### src/rtl/button_conditioner.sv
// Conditions raw push-buttons into debounced levels and one-hot, single-cycle load strobes.
// Each accepted press is queued in a pending bit and granted lowest index first, one per cycle.
module button_conditioner #(
    parameter int NB_BUTTONS      = 3,
    parameter int DEBOUNCE_CYCLES = 1000000,
    parameter int NB_COUNT        = $clog2(DEBOUNCE_CYCLES + 1)
) (
    input  logic                  i_clock,
    input  logic                  i_reset,
    input  logic [NB_BUTTONS-1:0] i_buttons,
    output logic [NB_BUTTONS-1:0] o_pulse,
    output logic [NB_BUTTONS-1:0] o_level
);

    // The toggle happens on the edge where the counter would reach DEBOUNCE_CYCLES.
    localparam logic [NB_COUNT-1:0] LAST = NB_COUNT'(DEBOUNCE_CYCLES - 1);

    logic [NB_BUTTONS-1:0]               sync1, sync2;
    logic [NB_BUTTONS-1:0][NB_COUNT-1:0] cnt, cnt_next;
    logic [NB_BUTTONS-1:0]               level_next;
    logic [NB_BUTTONS-1:0]               pending, pending_next;
    logic [NB_BUTTONS-1:0]               rise, grant;

    always_comb begin
        cnt_next   = cnt;
        level_next = o_level;
        for (int k = 0; k < NB_BUTTONS; k++) begin
            if (sync2[k] == o_level[k]) begin
                cnt_next[k] = '0;
            end else if (cnt[k] == LAST) begin
                cnt_next[k]   = '0;
                level_next[k] = ~o_level[k];
            end else begin
                cnt_next[k] = cnt[k] + 1'b1;
            end
        end
    end

    // Only presses are queued; a same-edge acceptance overrides the grant clear.
    always_comb begin
        rise         = level_next & ~o_level;
        grant        = pending & (~pending + 1'b1);
        pending_next = (pending & ~grant) | rise;
    end

    always_ff @(posedge i_clock) begin
        if (i_reset) begin
            sync1   <= '0;
            sync2   <= '0;
            cnt     <= '0;
            o_level <= '0;
            pending <= '0;
            o_pulse <= '0;
        end else begin
            sync1   <= i_buttons;
            sync2   <= sync1;
            cnt     <= cnt_next;
            o_level <= level_next;
            pending <= pending_next;
            o_pulse <= grant;
        end
    end

endmodule

### config.mk
export PLATFORM = sky130hd
export DESIGN_NAME = button_conditioner
export DESIGN_NICKNAME = d
export VERILOG_FILES = /design/src/rtl/button_conditioner.sv
export SDC_FILE = /design/constraint.sdc
export NUM_CORES = 1
export LEC_CHECK = 0
export CAP_MARGIN = 5
export CORE_MARGIN = 2
export CORE_UTILIZATION = 65
export DETAILED_ROUTE_END_ITERATION = 10
export GPL_ROUTABILITY_DRIVEN = 0
export PLACE_DENSITY = 0.9
export SLEW_MARGIN = 20
export SYNTH_ARGS = -nofsm -noshare
export SYNTH_HDL_FRONTEND = slang
export SYNTH_SLANG_ARGS = --single-unit
### constraint.sdc
create_clock -name i_clock -period 6.1 [get_ports i_clock]
set_input_delay 0.61 -clock i_clock [delete_from_list [all_inputs] [get_ports i_clock]]
set_output_delay 0.61 -clock i_clock [all_outputs]
set_load 0.02 [all_outputs]
### Word level (Yosys, flattened, before mapping)

Cells that the tools add are included.

* register bits after elaboration: 75
* input port bits: 5
* output and inout bits: 6
* logic and storage cells: 37

* add/subtract/negate cells: 4
* eq/ne operators: 6
* multiplexer cells: 6
* bitwise operators: 10
* reductions and logical operators: 3

Operator list (number)
* 20-bit by 1-bit adder with 20-bit output, second input constant: 3
* 20-bit equality test, second input constant: 3
* 3-bit AND: 3
* 3-bit NOT: 3
* 3-bit OR reduction: 3
* 1-bit 2-to-1 mux: 6
* 3-bit by 1-bit adder with 3-bit output, second input constant: 1
* 1-bit equality test: 3
* 1-bit NOT: 3
* 3-bit OR: 1

### Logic depth before layout (Yosys ltp)

Gate-level depths: netlist of the first run.

* depth after elaboration: 6
* mapped depth: 7
* gate-level depth less buffers: 5

### Least setup slack after synthesis of the first run

Ideal clock, no wire load.

* kind: register -> register
* from: register cnt[13] (netlist bit)
* to: register cnt[12] (netlist bit)
* library setup time: 0.116 ns
* data arrival time: 1.846 ns
* data required time: 5.984 ns
* setup slack: 4.139 ns
* cell stages (with the launch flop): 6
* buffers on the path: 1
* clock period less this slack: 1.961 ns
* cell sequence: dfxtp_1 -> or4_1 -> or4_4 -> o21ai_4 -> buf_6 -> nor2_1

* cells in the longest elaborated chain, start to end: 2

Ends and longest elaborated chain
* start: declaration: RTL line 19 `logic [NB_BUTTONS-1:0][NB_COUNT-1:0] cnt, cnt_next;`
* start signal: assignment: RTL line 57 `cnt <= cnt_next;`
* 20-bit equality test: RTL line 30 `end else if (cnt[k] == LAST) begin`
* 3-bit OR reduction (no source line)

Every way passes these cells.
A chain may end at the register's enable or synchronous reset.

### Final worst setup path of the first run

* from: register cnt[13] (netlist bit)
* to: register cnt[3] (netlist bit)

Same word-level chain as after synthesis.

==> qor.txt, run 1 <==
Outcome -> complete, no violations
Reg power frac -> 53.4%
Required @ worst endpoint -> 6.30 ns
Flops & latches, synth -> 75
Final Critical Period -> 2.175 ns
Initial Utilization -> 67.47%
P_int -> 737.8 uW
Mean number of vias per cell -> 5.867
CTS HTree Levels -> 3
Final Skew -> 0.01234 ns
Logic gate share of total power -> 1.2%
Grt ovf -> 0
Worst-margin pin slew -> 0.5936 ns
Chip Width -> 74.26 um
Arr. time, crit path -> 2.37 ns
Final Cycle Share -> 35.66%
Detailed Place HPWL -> 4087 um
Final Hold Fails -> 0
Mean Syn Cell Area -> 8.911 um^2
Worst VDD drop -> 0.2216 mV
Clock Path Buffers -> 2
Synth Area in Compound Gates -> 9.243%
Max Slew Vio Count -> 0
Crit path capture type -> flip-flop
Share of cells above drive strength 1 -> 6.915%
Clock Latency Late Sink -> 0.34 ns
Final net count -> 379
1st-iter DRT viols -> 88
Die span in y -> 74.26 um
Unrepaired setup endpoints after global routing -> no
Post-Syn Area -> 3208 um^2
Initial antenna violation count -> 0
Final Non-Filler Cells -> 443
# setup viols final -> 0
DR pass1 iterations -> 4
Setup CP Type -> reg2reg
Row cnt -> 25
Mux cell area share after synthesis -> 0%
Register area share after synthesis -> 46.80%
Post-CTS setup buffer count -> 0
Port-buffer cells -> 10
Cts hold-fix bufs -> 0
CP max FO -> 19
Mean routed wirelength per cell -> 13.99 um
First-pass GRT wire length -> 10430 um
CTS resizes -> 0
CTS tree -> built
Max-cap viol count -> 0
Syn-to-layout area delta -> 11.54%
Routed wire length -> 6197 um
Power density cells -> 258.0 nW/um^2
Critical Path Start Type -> flip-flop
Most frequent cells in the layout -> dfxtp_1 (75), nor2_1 (46), nand3_1 (27)
Gate count of the mapped netlist -> 360
Post-Synth XOR/XNOR Area -> 10.10%
DRT antenna net count -> 0
Switch share -> 20.07%
Hold depth -> 1
Portion of total power attributed to the clock network -> 45.4%
Clk sinks -> 75
Largest net degree at the start of global routing -> 21
Hold WC Path Type -> reg2reg
Net switching power -> 185.3 uW
Io pins -> 11
Leakage -> 1.100 nW
Slew margin rel. -> 60.30%
Vias in the first global route -> 2488
Commonest non-fill, non-tap cell in the layout -> dfxtp_1
Ys flop type -> dfxtp_1
Via count -> 2599
Core footprint -> 4755 um^2
Global-route usage over all layers -> 24.38%
DIE AREA -> 5514 um^2
Antenna Cells -> 0
Placed Instances -> 427
EDFF count, synth -> 0
Simple logic cell fraction of the synthesized area -> 30.03%
Total CTS buffers -> 9
Fmax -> 459.7 MHz
Adder-cell share of the synthesized area -> 1.170%
Synthesis Warnings -> 0
FF-to-FF path depth -> 4
Netlist cell types -> 36
Reg clk slew, reported paths -> 0.07 ns
Syn_nets -> 368
Largest family of logic cells by synthesized area -> simple AND/OR/NAND/NOR gates
Final setup TNS -> 0 ns
DRC -> 0
Asr flop ratio synth -> 0%
Root buf cell -> clkbuf_8
[Yosys cell counts, types with 2 or more instances]
library cell | n | area [um^2]
nor2b_1 | 7 | 43.79
nor4_1 | 3 | 18.77
and4_1 | 5 | 43.79
and3_1 | 9 | 56.30
or3_1 | 13 | 81.33
o31ai_1 | 7 | 52.55
dfxtp_1 | 75 | 1501
xnor2_1 | 17 | 148.9
inv_1 | 8 | 30.03
nor3_1 | 2 | 10.01
nand2_1 | 17 | 63.81
xor2_1 | 20 | 175.2
or4_1 | 10 | 75.07
buf_2 | 2 | 10.01
a31o_2 | 2 | 17.52
and2_1 | 3 | 18.77
o21ai_0 | 17 | 85.08
nand4_1 | 13 | 81.33
nand3_1 | 27 | 135.1
nor4b_1 | 5 | 43.79
clkbuf_1 | 9 | 33.78
nand4b_1 | 2 | 17.52
ha_1 | 3 | 37.54
a21oi_1 | 25 | 125.1
or4_4 | 2 | 22.52
nor3b_1 | 2 | 15.01
nor2_1 | 46 | 172.7
[sequential cells by signal (all words and copies together), names as in the netlist]
signal,cells
cnt,60
o_level,3
o_pulse,3
pending,3
sync1,3
sync2,3
[power by group through the flow]
| stage | Clock (mW) | Combinational [mW] | Sequential, mW |
|---|---|---|---|
| 5_1_grt | 0.441 | 0.0123 | 0.493 |
| 3_3_place_gp | 0 | 0.0107 | 0.504 |
| 6_report | 0.419 | 0.0110 | 0.493 |
| 2_1_floorplan | 0 | 0.00743 | 0.504 |
| 4_1_cts | 0.425 | 0.0112 | 0.493 |
| 3_5_place_dp | 0 | 0.0111 | 0.505 |
[logic make-up after synthesis]
family | after synthesis
XOR/XNOR | 37
AO/OA/AOI/OAI | 52
AND/OR/NAND/NOR | 173
flip-flops | 75
adder cells (fa/ha/maj) | 3
buffers and inverters | 20
[metrics by stage]
stage / cell area (um^2) / util [%] / setup WS [ns] / hold slack [ns] / total power, mW
6_report: 3578 / 75.26 / 3.925 / 0.4377 / 0.9232
5_1_grt: 3578 / 75.26 / 3.835 / 0.4597 / 0.9463
4_1_cts: 3578 / 75.26 / 3.921 / 0.4377 / 0.9295
3_5_place_dp: 3352 / 70.50 / 3.927 / 0.4204 / 0.5157
3_3_place_gp: 3352 / 70.50 / 4.007 / 0.4203 / 0.5151
2_1_floorplan: 3208 / - / 4.139 / 0.4138 / 0.5116
[worst max-delay path, stage by stage (launching register included)]
cell and delay (ns):
dfxtp_1 0.36, or4_1 0.57, or4_4 0.57, o21ai_4 0.43
nor2_1 0.11
[layer usage]
layer | wire length [um] | share of wire, % | up-vias | global-route usage [%]
met1 | 2802 | 45 | 1244 | 29.59
met3 | 215 | 3.5 | 2 | 5.827
met2 | 3155 | 51 | 47 | 42.56
li1 | - | - | 1306 | -
met4 | 25 | 0.40 | 0 | 8.333
met5 | 0 | 0 | - | 0
[final cells by class]
type / count / area [um^2]
well taps: 67 / 83.83
repair buffers: 12 / 115.1
fillers: 353 / 1176
inverters: 8 / 30.03
multi-input cells: 265 / 1622
flip-flops and latches: 75 / 1501
clock buffers: 10 / 137.6
clock inverters: 6 / 88.84
[path summary, 6_finish.rpt]
path | from | to | slack, ns
max | cnt[13]$_SDFF_PP0_ | cnt[3]$_SDFF_PP0_ | 3.92
min | sync1[0]$_SDFF_PP0_ | sync2[0]$_SDFF_PP0_ | 0.44
max reg2reg | cnt[13]$_SDFF_PP0_ | cnt[3]$_SDFF_PP0_ | 3.92
min reg2reg | sync1[0]$_SDFF_PP0_ | sync2[0]$_SDFF_PP0_ | 0.44
Note: power is estimated with default switching activity, not from simulation.
==> run 2: changes to the inputs <==
Settings changed: CORE_UTILIZATION 65 to 54, PLACE_DENSITY 0.9 to 0.8.
Clock period 6.1 ns to 1.8 ns, I/O delays scaled along.
==> qor.txt, run 2 (same netlist as run 1, synthesis figures left out) <==
Failing checks -> setup timing
Power, Total -> 2.998 mW (was 923.2 uW)
CP Launch Point -> cnt[27]$_SDFF_PP0_ (was cnt[13]$_SDFF_PP0_)
Worst path slowest cell -> or4b_4 (was or4_1)
Storage cell area -> 1508 um^2 (was 1501 um^2)
Die span in y -> 81.08 um (was 74.26 um)
DRT antenna net count -> 0 (unchanged)
Initial Utilization -> 55.16% (was 67.47%)
RR Startpoint -> cnt[27]$_SDFF_PP0_ (was cnt[13]$_SDFF_PP0_)
Vias in the first global route -> 2525 (was 2488)
# setup viols final -> 41 (was 0)
Top reg by flops -> cnt (unchanged)
CTS tree -> built (unchanged)
Setup CP Type -> reg2reg (unchanged)
CTS HTree Levels -> 3 (unchanged)
Final Critical Period -> 1.981 ns (was 2.175 ns)
Critical Path Start Type -> flip-flop (unchanged)
Power density cells -> 771.8 nW/um^2 (was 258.0 nW/um^2)
Core footprint -> 5816 um^2 (was 4755 um^2)
Bufs and invs on worst path -> 0 (unchanged)
Final Cycle Share -> 110.0% (was 35.66%)
Initial antenna violation count -> 0 (unchanged)
CP max FO -> 4 (was 19)
DRC -> 0 (unchanged)
Multi-input gate area -> 1649 um^2 (was 1622 um^2)
DIE AREA -> 6573 um^2 (was 5514 um^2)
Clock Path Buffers -> 2 (unchanged)
Required @ worst endpoint -> 2.09 ns (was 6.30 ns)
Final Non-Filler Cells -> 488 (was 443)
Detailed Place HPWL -> 4607 um (was 4087 um)
Min-delay src -> i_buttons[0] (was sync1[0]$_SDFF_PP0_)
Max Slew Vio Count -> 0 (unchanged)
WHS -> 0.3757 ns (was 0.4377 ns)
Cts hold-fix bufs -> 0 (unchanged)
Grt ovf -> 0 (unchanged)
Unrepaired setup endpoints after global routing -> yes (was no)
Placed Instances -> 471 (was 427)
P_int -> 2.361 mW (was 737.8 uW)
Row cnt -> 28 (was 25)
Mean routed wirelength per cell -> 13.57 um (was 13.99 um)
Final net count -> 416 (was 379)
Global-route usage over all layers -> 21.95% (was 24.38%)
Most frequent cells in the layout -> dfxtp_1 (70), nor2_1 (46), buf_4 (37) (was dfxtp_1 (75), nor2_1 (46), nand3_1 (27))
Clock Latency Late Sink -> 0.36 ns (was 0.34 ns)
Chip Width -> 81.08 um (was 74.26 um)
Crit path capture type -> flip-flop (unchanged)
Port-buffer cells -> 10 (unchanged)
Final Hold Fails -> 0 (unchanged)
Crit path top cell by count -> or4_4
Switch share -> 21.22% (was 20.07%)
Slew margin rel. -> 68.31% (was 60.30%)
Final Util -> 66.78% (was 75.26%)
First-pass GRT wire length -> 11110 um (was 10430 um)
Final Skew -> 0.01073 ns (was 0.01234 ns)
Root buf cell -> clkbuf_8 (unchanged)
Outcome -> complete, but fails checks (was complete, no violations)
Worst-margin pin slew -> 0.4717 ns (was 0.5936 ns)
Via count -> 2689 (was 2599)
Arr. time, crit path -> 2.27 ns (was 2.37 ns)
Commonest non-fill, non-tap cell in the layout -> dfxtp_1 (unchanged)
Share of cells above drive strength 1 -> 18.16% (was 6.915%)
Fmax -> 504.9 MHz (was 459.7 MHz)
Final WS setup -> -0.1806 ns (was 3.925 ns)
Total CTS buffers -> 9 (unchanged)
Routed wire length -> 6622 um (was 6197 um)
Reg clk slew, reported paths -> 0.07 ns (about the same)
Largest net degree at the start of global routing -> 20 (was 21)
Hold WC Path Type -> in2reg (was reg2reg)
Mean number of vias per cell -> 5.510 (was 5.867)
Net switching power -> 636.1 uW (was 185.3 uW)
Max-cap viol count -> 0 (unchanged)
Clk sinks -> 75 (unchanged)
Leakage -> 1.297 nW (was 1.100 nW)
Syn-to-layout area delta -> 21.06% (was 11.54%)
Portion of total power attributed to the clock network -> 42.6% (was 45.4%)
DR pass1 iterations -> 4 (unchanged)
Io pins -> 11 (unchanged)
Pre-CTS setup slack -> -0.1775 ns (was 3.927 ns)
1st-iter DRT viols -> 174 (was 88)
Antenna Cells -> 0 (unchanged)
Logic gate share of total power -> 1.6% (was 1.2%)
Largest register FFs -> 60 (unchanged)
Reg power frac -> 55.7% (was 53.4%)
Worst VDD drop -> 0.4656 mV (was 0.2216 mV)
Critical path's top delay family -> simple AND/OR/NAND/NOR gates (unchanged)
CP max stage delay -> 0.53 ns (was 0.57 ns)
Fill count -> 483 (was 353)
Crit path cell chain -> or4b_4 -> or4_4 -> or4_4 -> a21oi_2 (was or4_1 -> or4_4 -> o21ai_4 -> nor2_1)
run 2: worst register-to-register path: stages, from the launching register on:
cell and delay (ns):
dfxtp_2 0.33, or4b_4 0.53, or4_4 0.52, or4_4 0.43, a21oi_2 0.11
run 2: layout make-up:
| class | instances | share of cell area, % |
|---|---|---|
| clock buffers | 11 | 3.640 |
| well taps | 75 | 2.416 |
| inverters | 8 | 0.7732 |
| repair buffers | 49 | 10.53 |
| multi-input cells | 265 | 42.46 |
| clock inverters | 5 | 1.353 |
| flip-flops and latches | 75 | 38.82 |
run 2: per-layer routing:
metal  GRT usage, %  vias to the layer above  part of all wire, %
li1               -                     1388                    -
met1          26.32                     1267                   45
met2          36.78                       26                   51
met3          6.778                        8                  2.7
met4          8.475                        0                  1.6
met5              0                        -                    0
run 2: path summary, 6_finish.rpt:
path	cells past startpoint	slack [ns]	endpoint
max	4	-0.18	pending[1]$_SDFF_PP0_
min	2	0.38	sync1[0]$_SDFF_PP0_
max reg2reg	4	-0.18	pending[1]$_SDFF_PP0_
min reg2reg	1	0.44	sync2[0]$_SDFF_PP0_
run 2: per-stage QoR:
stage               instance area, um^2  TNS [ns]
finish                             3884    -5.145
global route                       3884    -6.826
CTS                                3856    -4.199
detailed placement                 3646    -4.534
global placement                   3646    -2.233
floorplan                          3214    -1.418
run 2: power by group through the flow:
stage | registers, mW | logic [mW] | clock network, mW
after CTS | 1.67 | 0.0483 | 1.31
after global placement | 1.71 | 0.0459 | 0
after global routing | 1.67 | 0.0530 | 1.38
final | 1.67 | 0.0489 | 1.28
after detailed placement | 1.71 | 0.0462 | 0
after floorplan | 1.71 | 0.0260 | 0
run 2: timing repair:
item | 4_1_cts | 5_1_grt
gates resized for setup | 4 | 11
cloned | 1 | 0
pin swaps | 1 | 2
setup endpoints to repair | 41 | 44
hold endpoints to repair | 0 | 0
setup buffers | 0 | 0
==> run 3: changes to the inputs <==
==> constraint.sdc (replaced) <==
create_clock -name i_clock -period 1.8 [get_ports i_clock]
set_input_delay 0.36 -clock i_clock [delete_from_list [all_inputs] [get_ports i_clock]]
set_output_delay 0.36 -clock i_clock [all_outputs]
set_load 0.02 [all_outputs]
==> qor.txt, run 3 (same netlist as run 1, synthesis figures left out) <==
Outcome -> complete, but fails checks (unchanged)
Failing checks -> setup timing (unchanged)
Fmax -> 505.0 MHz (was 504.9 MHz)
Die span in y -> 81.08 um (unchanged)
Via count -> 2677 (was 2689)
Largest net degree at the start of global routing -> 20 (unchanged)
Syn-to-layout area delta -> 21.06% (unchanged)
Setup CP Type -> reg2reg (unchanged)
Clk sinks -> 75 (unchanged)
Total CTS buffers -> 9 (unchanged)
Hold depth -> 1 (was 2)
Final Util -> 66.78% (unchanged)
Mean routed wirelength per cell -> 13.59 um (was 13.57 um)
Mean number of vias per cell -> 5.486 (was 5.510)
Top reg by flops -> cnt (unchanged)
Hold Path End -> sync2[0]$_SDFF_PP0_ (was sync1[0]$_SDFF_PP0_)
1st-iter DRT viols -> 179 (was 174)
DR pass1 iterations -> 4 (unchanged)
Hold WC Path Type -> reg2reg (was in2reg)
Final net count -> 416 (unchanged)
Grt ovf -> 0 (unchanged)
Post-CTS setup buffer count -> 0 (unchanged)
Cts hold-fix bufs -> 0 (unchanged)
Commonest non-fill, non-tap cell in the layout -> dfxtp_1 (unchanged)
Max-cap viol count -> 0 (unchanged)
Clock Latency Late Sink -> 0.36 ns (about the same)
Reg clk slew, reported paths -> 0.07 ns (about the same)
Port-buffer cells -> 10 (unchanged)
Leakage -> 1.334 nW (was 1.297 nW)
Antenna Cells -> 0 (unchanged)
Power density cells -> 771.9 nW/um^2 (was 771.8 nW/um^2)
Critical Path Start Type -> flip-flop (unchanged)
Row cnt -> 28 (unchanged)
Arr. time, crit path -> 2.27 ns (about the same)
First-pass GRT wire length -> 11110 um (unchanged)
Initial antenna violation count -> 0 (unchanged)
Chip Width -> 81.08 um (unchanged)
Routed wire length -> 6630 um (was 6622 um)
DRC -> 0 (unchanged)
Core footprint -> 5816 um^2 (unchanged)
Min-delay src -> sync1[0]$_SDFF_PP0_ (was i_buttons[0])
Global-route usage over all layers -> 21.95% (unchanged)
Detailed Place HPWL -> 4607 um (unchanged)
RR Startpoint -> cnt[27]$_SDFF_PP0_ (unchanged)
Crit path capture type -> flip-flop (unchanged)
Vias in the first global route -> 2525 (unchanged)
FF-to-FF path depth -> 4 (unchanged)
Initial Utilization -> 55.16% (unchanged)
Slew margin rel. -> 68.25% (was 68.31%)
Required @ worst endpoint -> 2.09 ns (about the same)
Most frequent cells in the layout -> dfxtp_1 (71), nor2_1 (46), buf_4 (37) (was dfxtp_1 (70), nor2_1 (46), buf_4 (37))
Fill count -> 483 (unchanged)
Io pins -> 11 (unchanged)
Largest register FFs -> 60 (unchanged)
Unrepaired setup endpoints after global routing -> yes (unchanged)
Share of cells above drive strength 1 -> 17.68% (was 18.16%)
CTS tree -> built (unchanged)
Worst VDD drop -> 0.4655 mV (was 0.4656 mV)
CP max FO -> 4 (unchanged)
Clock Path Buffers -> 2 (unchanged)
CTS HTree Levels -> 3 (unchanged)
FF-to-FF setup slack -> -0.18 ns (about the same)
Final setup TNS -> -5.135 ns (was -5.145 ns)
Worst r2r dst -> pending[1]$_SDFF_PP0_ (unchanged)
Final Skew -> 0.01103 ns (was 0.01073 ns)
Max Slew Vio Count -> 0 (unchanged)
Worst-margin pin slew -> 0.4726 ns (was 0.4717 ns)
Final Critical Period -> 1.980 ns (was 1.981 ns)
Final Hold Fails -> 0 (unchanged)
Root buf cell -> clkbuf_8 (unchanged)
# setup viols final -> 41 (unchanged)
DRT antenna net count -> 0 (unchanged)
Final WS setup -> -0.1802 ns (was -0.1806 ns)
Final Cycle Share -> 110.0% (about the same)
DIE AREA -> 6573 um^2 (unchanged)
## run 3: layout make-up
| cell class | count | area [um^2] | share of cell area [%] |
|---|---|---|---|
| Clock buffer | 11 | 141.4 | 3.640 |
| Clock inverter | 5 | 52.55 | 1.353 |
| Inverter | 8 | 30.03 | 0.7732 |
| Multi-Input combinational cell | 265 | 1645 | 42.36 |
| Sequential cell | 75 | 1506 | 38.79 |
| Tap cell | 75 | 93.84 | 2.416 |
| Timing Repair Buffer | 49 | 414.1 | 10.66 |
## run 3: through the flow
stage / setup WS, ns / hold slack [ns] / total power, mW / cells / instance area, um^2
after floorplan: -0.1334 / 0.4138 / 1.735 / 360 / 3214
after global placement: -0.08343 / 0.4178 / 1.755 / 471 / 3646
after detailed placement: -0.1775 / 0.4245 / 1.756 / 471 / 3646
after CTS: -0.1605 / 0.4442 / 3.027 / 488 / 3856
final: -0.1802 / 0.4435 / 2.998 / 488 / 3884
after global routing: -0.2116 / 0.4561 / 3.103 / 488 / 3884
## run 3: how the worst max path moves through the flow
stage,startpoint,endpoint,cells past startpoint
after floorplan,cnt[7]$_SDFF_PP0_,cnt[7]$_SDFF_PP0_,5
after global placement,cnt[27]$_SDFF_PP0_,cnt[23]$_SDFF_PP0_,5
after detailed placement,cnt[27]$_SDFF_PP0_,cnt[22]$_SDFF_PP0_,5
after CTS,cnt[26]$_SDFF_PP0_,pending[1]$_SDFF_PP0_,4
after global routing,cnt[27]$_SDFF_PP0_,pending[1]$_SDFF_PP0_,4
final,cnt[27]$_SDFF_PP0_,pending[1]$_SDFF_PP0_,4
## run 3: repair_timing
action / CTS / global route
gates cloned: 1 / 0
pin swaps: 1 / 2
setup endpoints to repair: 41 / 46
hold endpoints to repair: 0 / 0
resized for setup: 4 / 11
## run 3: per-layer routing
| layer | wire [um] | global-route usage, % | vias up |
|---|---|---|---|
| met5 | 0 | 0 | - |
| met4 | 103 | 8.475 | 0 |
| met3 | 162 | 6.778 | 8 |
| met2 | 3397 | 36.78 | 23 |
| met1 | 2967 | 26.32 | 1258 |
| li1 | - | - | 1388 |
## run 3: where the power goes
part | leakage (nW) | internal [mW] | switching [mW]
Combinational | 0.627 | 0.0243 | 0.0246
Clock | 0.0991 | 0.671 | 0.607
Sequential | 0.607 | 1.67 | 0.00489
## run 3: critical path, stage by stage (launching register included)
cell and delay [ns]:
dfxtp_2 0.33, or4b_4 0.53, or4_4 0.52, or4_4 0.43, a21oi_2 0.11
